`config.mk`:
```
export PLATFORM = sky130hd
export DESIGN_NAME = b2p_stream_gen
export DESIGN_NICKNAME = d
export VERILOG_FILES = /design/src/rtl/b2p_stream_gen.sv
export SDC_FILE = /design/constraint.sdc
export NUM_CORES = 1
export LEC_CHECK = 0
export ABC_AREA = 0
export ABC_CLOCK_PERIOD_IN_PS = 3400
export CAP_MARGIN = 20
export CORE_MARGIN = 3
export CORE_UTILIZATION = 33
export CTS_CLUSTER_DIAMETER = 60
export DETAILED_ROUTE_END_ITERATION = 8
export GPL_ROUTABILITY_DRIVEN = 1
export HOLD_SLACK_MARGIN = 0.05
export SETUP_SLACK_MARGIN = 0.4
export SLEW_MARGIN = 20
export SYNTH_ARGS = -nofsm -noshare
export SYNTH_HDL_FRONTEND = slang
export SYNTH_SLANG_ARGS = --single-unit
```
`constraint.sdc`:
```
create_clock -name clock -period 3.4 [get_ports clock]
set_input_delay 0.68 -clock clock [delete_from_list [all_inputs] [get_ports clock]]
set_output_delay 0.68 -clock clock [all_outputs]
set_load 0.01 [all_outputs]
```
`src/rtl/b2p_stream_gen.sv`:
```
// Binary-to-stochastic converter: streams a BIN_LEN-bit value as a bitstream whose
// ones count over one (2^BIN_LEN - 1)-cycle window equals the value exactly.
module b2p_stream_gen #(
    parameter int                 BIN_LEN   = 8,
    parameter logic [BIN_LEN-1:0] LFSR_TAPS = 8'hB8,
    parameter logic [BIN_LEN-1:0] LFSR_SEED = 8'hFF
) (
    input  logic               clock,
    input  logic               reset,
    input  logic               enable,
    input  logic [BIN_LEN-1:0] in_val,
    input  logic               in_load,
    output logic               in_ready,
    output logic               out_bit,
    output logic               out_window_start,
    output logic [BIN_LEN-1:0] out_cur_val
);

    // Last slot of a window: WINDOW - 1 = 2^BIN_LEN - 2.
    localparam logic [BIN_LEN-1:0] LAST_CNT = {{(BIN_LEN-1){1'b1}}, 1'b0};

    logic [BIN_LEN-1:0] lfsr;
    logic [BIN_LEN-1:0] win_cnt;
    logic [BIN_LEN-1:0] active;
    logic [BIN_LEN-1:0] pend;
    logic               pend_valid;
    logic               at_boundary;

    function automatic logic [BIN_LEN-1:0] lfsr_step(input logic [BIN_LEN-1:0] s);
        return s[0] ? ((s >> 1) ^ LFSR_TAPS) : (s >> 1);
    endfunction

    assign in_ready    = !pend_valid;
    assign out_cur_val = active;
    assign at_boundary = (win_cnt == LAST_CNT);

    always_ff @(posedge clock) begin
        if (reset) begin
            lfsr             <= LFSR_SEED;
            win_cnt          <= '0;
            active           <= '0;
            pend             <= '0;
            pend_valid       <= 1'b0;
            out_bit          <= 1'b0;
            out_window_start <= 1'b0;
        end else begin
            // A full buffer cannot accept, so the swap below never collides with a load.
            if (in_load && !pend_valid) begin
                pend       <= in_val;
                pend_valid <= 1'b1;
            end

            if (enable) begin
                out_bit          <= (lfsr <= active);
                out_window_start <= (win_cnt == '0);
                if (at_boundary) begin
                    win_cnt <= '0;
                    lfsr    <= LFSR_SEED;
                    if (pend_valid) begin
                        active     <= pend;
                        pend_valid <= 1'b0;
                    end
                end else begin
                    win_cnt <= win_cnt + 1'b1;
                    lfsr    <= lfsr_step(lfsr);
                end
            end else begin
                out_window_start <= 1'b0;
            end
        end
    end

endmodule

```
==> summary.md <==
| Metric | Value |
|---|---|
| Layout cells sized above 1 | under 10% |
| Tot GR Track Use | between 10% and 20% |
| Largest net degree at the start of global routing | 21 |
| Worst-path clk slew | ~70 ps |
| Post-CTS Setup Inserts | 0 |
| Initial Util | about a third |
| Cell Chain, Critical Path | inv_1 -> clkdlybuf4s50_1 |
| Core Rows | 24 |
| Final critical-path required period | 2142 ps |
| Port Buffers | 22 |
| Synth warn | 0 |
| Gate Count Post-Synth | 179 |
| Worst slew margin | 67.62% |
| Hold Path Class | reg -> reg |
| Hold wc startpoint | pend[0] |
| Vias in the first global route | ~1100 |
| Synth Area in Simple Gates | about a fifth |
| Residual DRC | 0 |
| Buf/Inv on CP | 2 |
| Critical R2R Launch | win_cnt[0] |
| Final slew viol count | 0 |
| Sequential area share after synthesis | approximately 44% |
| Total leakage power | ~0.75 nW |
| Syn-to-layout area delta | 21.49% |
| Max-cap violations | 0 |
| Crit Path Class | reg -> out |
| Hold-fix buffers at CTS | 0 |
| Root buf cell | clkbuf_8 |
| Total Wirelength | around 3000 µm |
| # setup viols final | 0 |
| Core ar. | roughly 4500 µm² |
| Top delay family on crit path | buffers and inverters |
| Die X | roughly 75 µm |
| Synthesis-stage register bit count | 35 |
| Grt ovf | 0 |
| Setup TNS | 0 ps |
| # nets final | 225 |
| Power per cell area | roughly 420 nW/µm² |
| Final worst setup slack | between 1000 and 1500 ps |
| # resized after CTS | 0 |
| First-pass GRT wire length | about 5000 µm |
| Final core area utilization | between 40% and 50% |
| Peak VDD IR | ~0.21 mV |
| N_diodes | 0 |
| Final period util | 63.01% |
| Mux contribution to synthesized area | 8.215% |
| Worst slew pin tran | slightly below 500 ps |
| Hold slack | around 460 ps |
| Largest stage delay, worst path | ~560 ps |
| Status | completed |
| Antenna violations before repair | 0 |
| Syn nets | between 200 and 250 |
| Cell variety after synth | 27 |
| Remaining antenna violation count | 0 |
| Maximum clock rate | ~470 MHz |
| Most common cell after layout, fill and taps aside | dfxtp_1 |
| Avg WL per Cell | around 12 µm |
| Crit path max fanout | 12 |
| WP data arrival | ~1500 ps |
| Via density | slightly below 5 |
| Fin. Hold Viols | 0 |
| Fin cells | 255 |
| Die Y-Extent | approximately 75 µm |
| Placed Cells incl. Taps | 247 |
| RSZ-0062 raised after global routing | no |
| DP Worst Slack | approximately 1100 ps |
| XOR/XNOR Fraction of Synth Area | around 5.0% |
| Number of detailed-route iterations in the first pass | 4 |
| Die ar. | 5667 µm² |
| H-tree levels | 2 |
| Commonest non-fill, non-tap cells in the layout | 35 x dfxtp_1, 22 x nand2_1, 22 x clkdlybuf4s50_1 |
| Largest family of logic cells by synthesized area | simple AND/OR/NAND/NOR gates |
| Compound-Gate Fraction of Synth Area | 7.662% |
| Fillers | approximately 460 |
| CTS tree | done |
| Detailed-route via count | roughly 1300 |
| Initial drt markers | between 70 and 80 |
| Setup crit start kind | register |
| Final design instance area without fill | between 1500 and 2000 µm² |
| Critical path capture point type | output port |
| Max clock buf depth | 2 |
| I/O pin cnt | 23 |
| CP required | approximately 2700 ps |
| Placed cell area | around 1800 µm² |
| Clk Latency, worst-skew pair | between 200 and 300 ps |
| Slowest-stage cell, CP | dfxtp_1 |
| Final GP Congestion | slightly above 0.8 |
| Post-DP HPWL | 2242 µm |
| Adder-cell share of the synthesized area | approximately 8.7% |
| Netlist Area Pre-Place | 1584 µm² |
| Post-Route Skew | 6.150 ps |
| CP startpoint | pend_valid |
| Cts bufs inserted | 5 |
| Clk sink count | 35 |
| Final Power | 0.8034 mW |
| Mapped Avg Cell Area | slightly below 9 µm² |
[worst paths after layout]
| kind | endpoint | slack [ps] | cells after the start |
|---|---|---|---|
| hold reg to reg | out_cur_val[0] | 460 | 2 |
| setup reg to reg | lfsr[0] | 1760 | 7 |
| setup / recovery | in_ready | 1260 | 2 |
| hold / removal | out_cur_val[0] | 460 | 2 |
[synthesized netlist by cell type]
| master | count | share of area (%) |
|---|---|---|
| nor4_1 | 3 | 1.2 |
| nand2_1 | 22 | 5.2 |
| a21o_1 | 1 | 0.47 |
| nor2b_1 | 2 | 0.79 |
| nor2_1 | 21 | 5.0 |
| buf_2 | 3 | 0.95 |
| dfxtp_1 | 35 | 44 |
| o21ai_0 | 4 | 1.3 |
| inv_1 | 12 | 2.8 |
| buf_6 | 2 | 1.4 |
| nand3b_1 | 1 | 0.47 |
| xnor2_1 | 5 | 2.8 |
| nand3_1 | 9 | 2.8 |
| nand4_1 | 5 | 2.0 |
| a211oi_1 | 2 | 0.95 |
| xor2_1 | 4 | 2.2 |
| o211ai_1 | 2 | 0.95 |
| a2111oi_0 | 1 | 0.55 |
| a21oi_1 | 11 | 3.5 |
| and3_1 | 1 | 0.40 |
| ha_1 | 11 | 8.7 |
| clkbuf_1 | 4 | 0.95 |
| or3_1 | 2 | 0.79 |
| buf_1 | 1 | 0.24 |
| or2_2 | 1 | 0.40 |
| mux2i_1 | 13 | 8.2 |
| nand4_2 | 1 | 0.79 |
[power breakdown]
part           leakage [nW]  total, mW  switching, mW  internal, mW
combinational         0.419     0.0783         0.0358        0.0425
sequential            0.286      0.440         0.0141         0.426
clock                0.0422      0.285          0.142         0.144
total                 0.747      0.803          0.192         0.612
[routing by layer]
layer,vias to the layer above,wire length [µm],track usage (%)
li1,647,-,-
met1,580,1536,14.82
met2,24,1231,17.07
met3,5,160,5.474
met4,0,52,5.631
met5,-,0,0
[logic make-up after synthesis]
kind of cell             Yosys count
XOR/XNOR                           9
buffers and inverters             22
multiplexers                      13
adder cells (fa/ha/maj)           11
flip-flops                        35
AND/OR/NAND/NOR                   68
AO/OA/AOI/OAI                     21
[tightest hold or removal path, stage by stage (launching register included)]
cell and delay (ps):
dfxtp_1 310, nand3_1 60, a21oi_1 50
[layout make-up]
class	instances	area [µm²]	area share, %
Sequential cell	35	700.7	36.41
Timing Repair Buffer	26	250.2	13.00
Inverter	12	45.04	2.341
Clock inverter	1	5.005	0.2601
Multi-Input combinational cell	122	782.0	40.64
Clock buffer	7	76.32	3.966
Tap cell	52	65.06	3.381
[sequential cells by signal (all words and copies together) (netlist names)]
signal / flops
pend: 8
win_cnt: 8
out_window_start: 1
pend_valid: 1
out_cur_val: 8
out_bit: 1
lfsr: 8
Power figures use the tool's default switching activity.
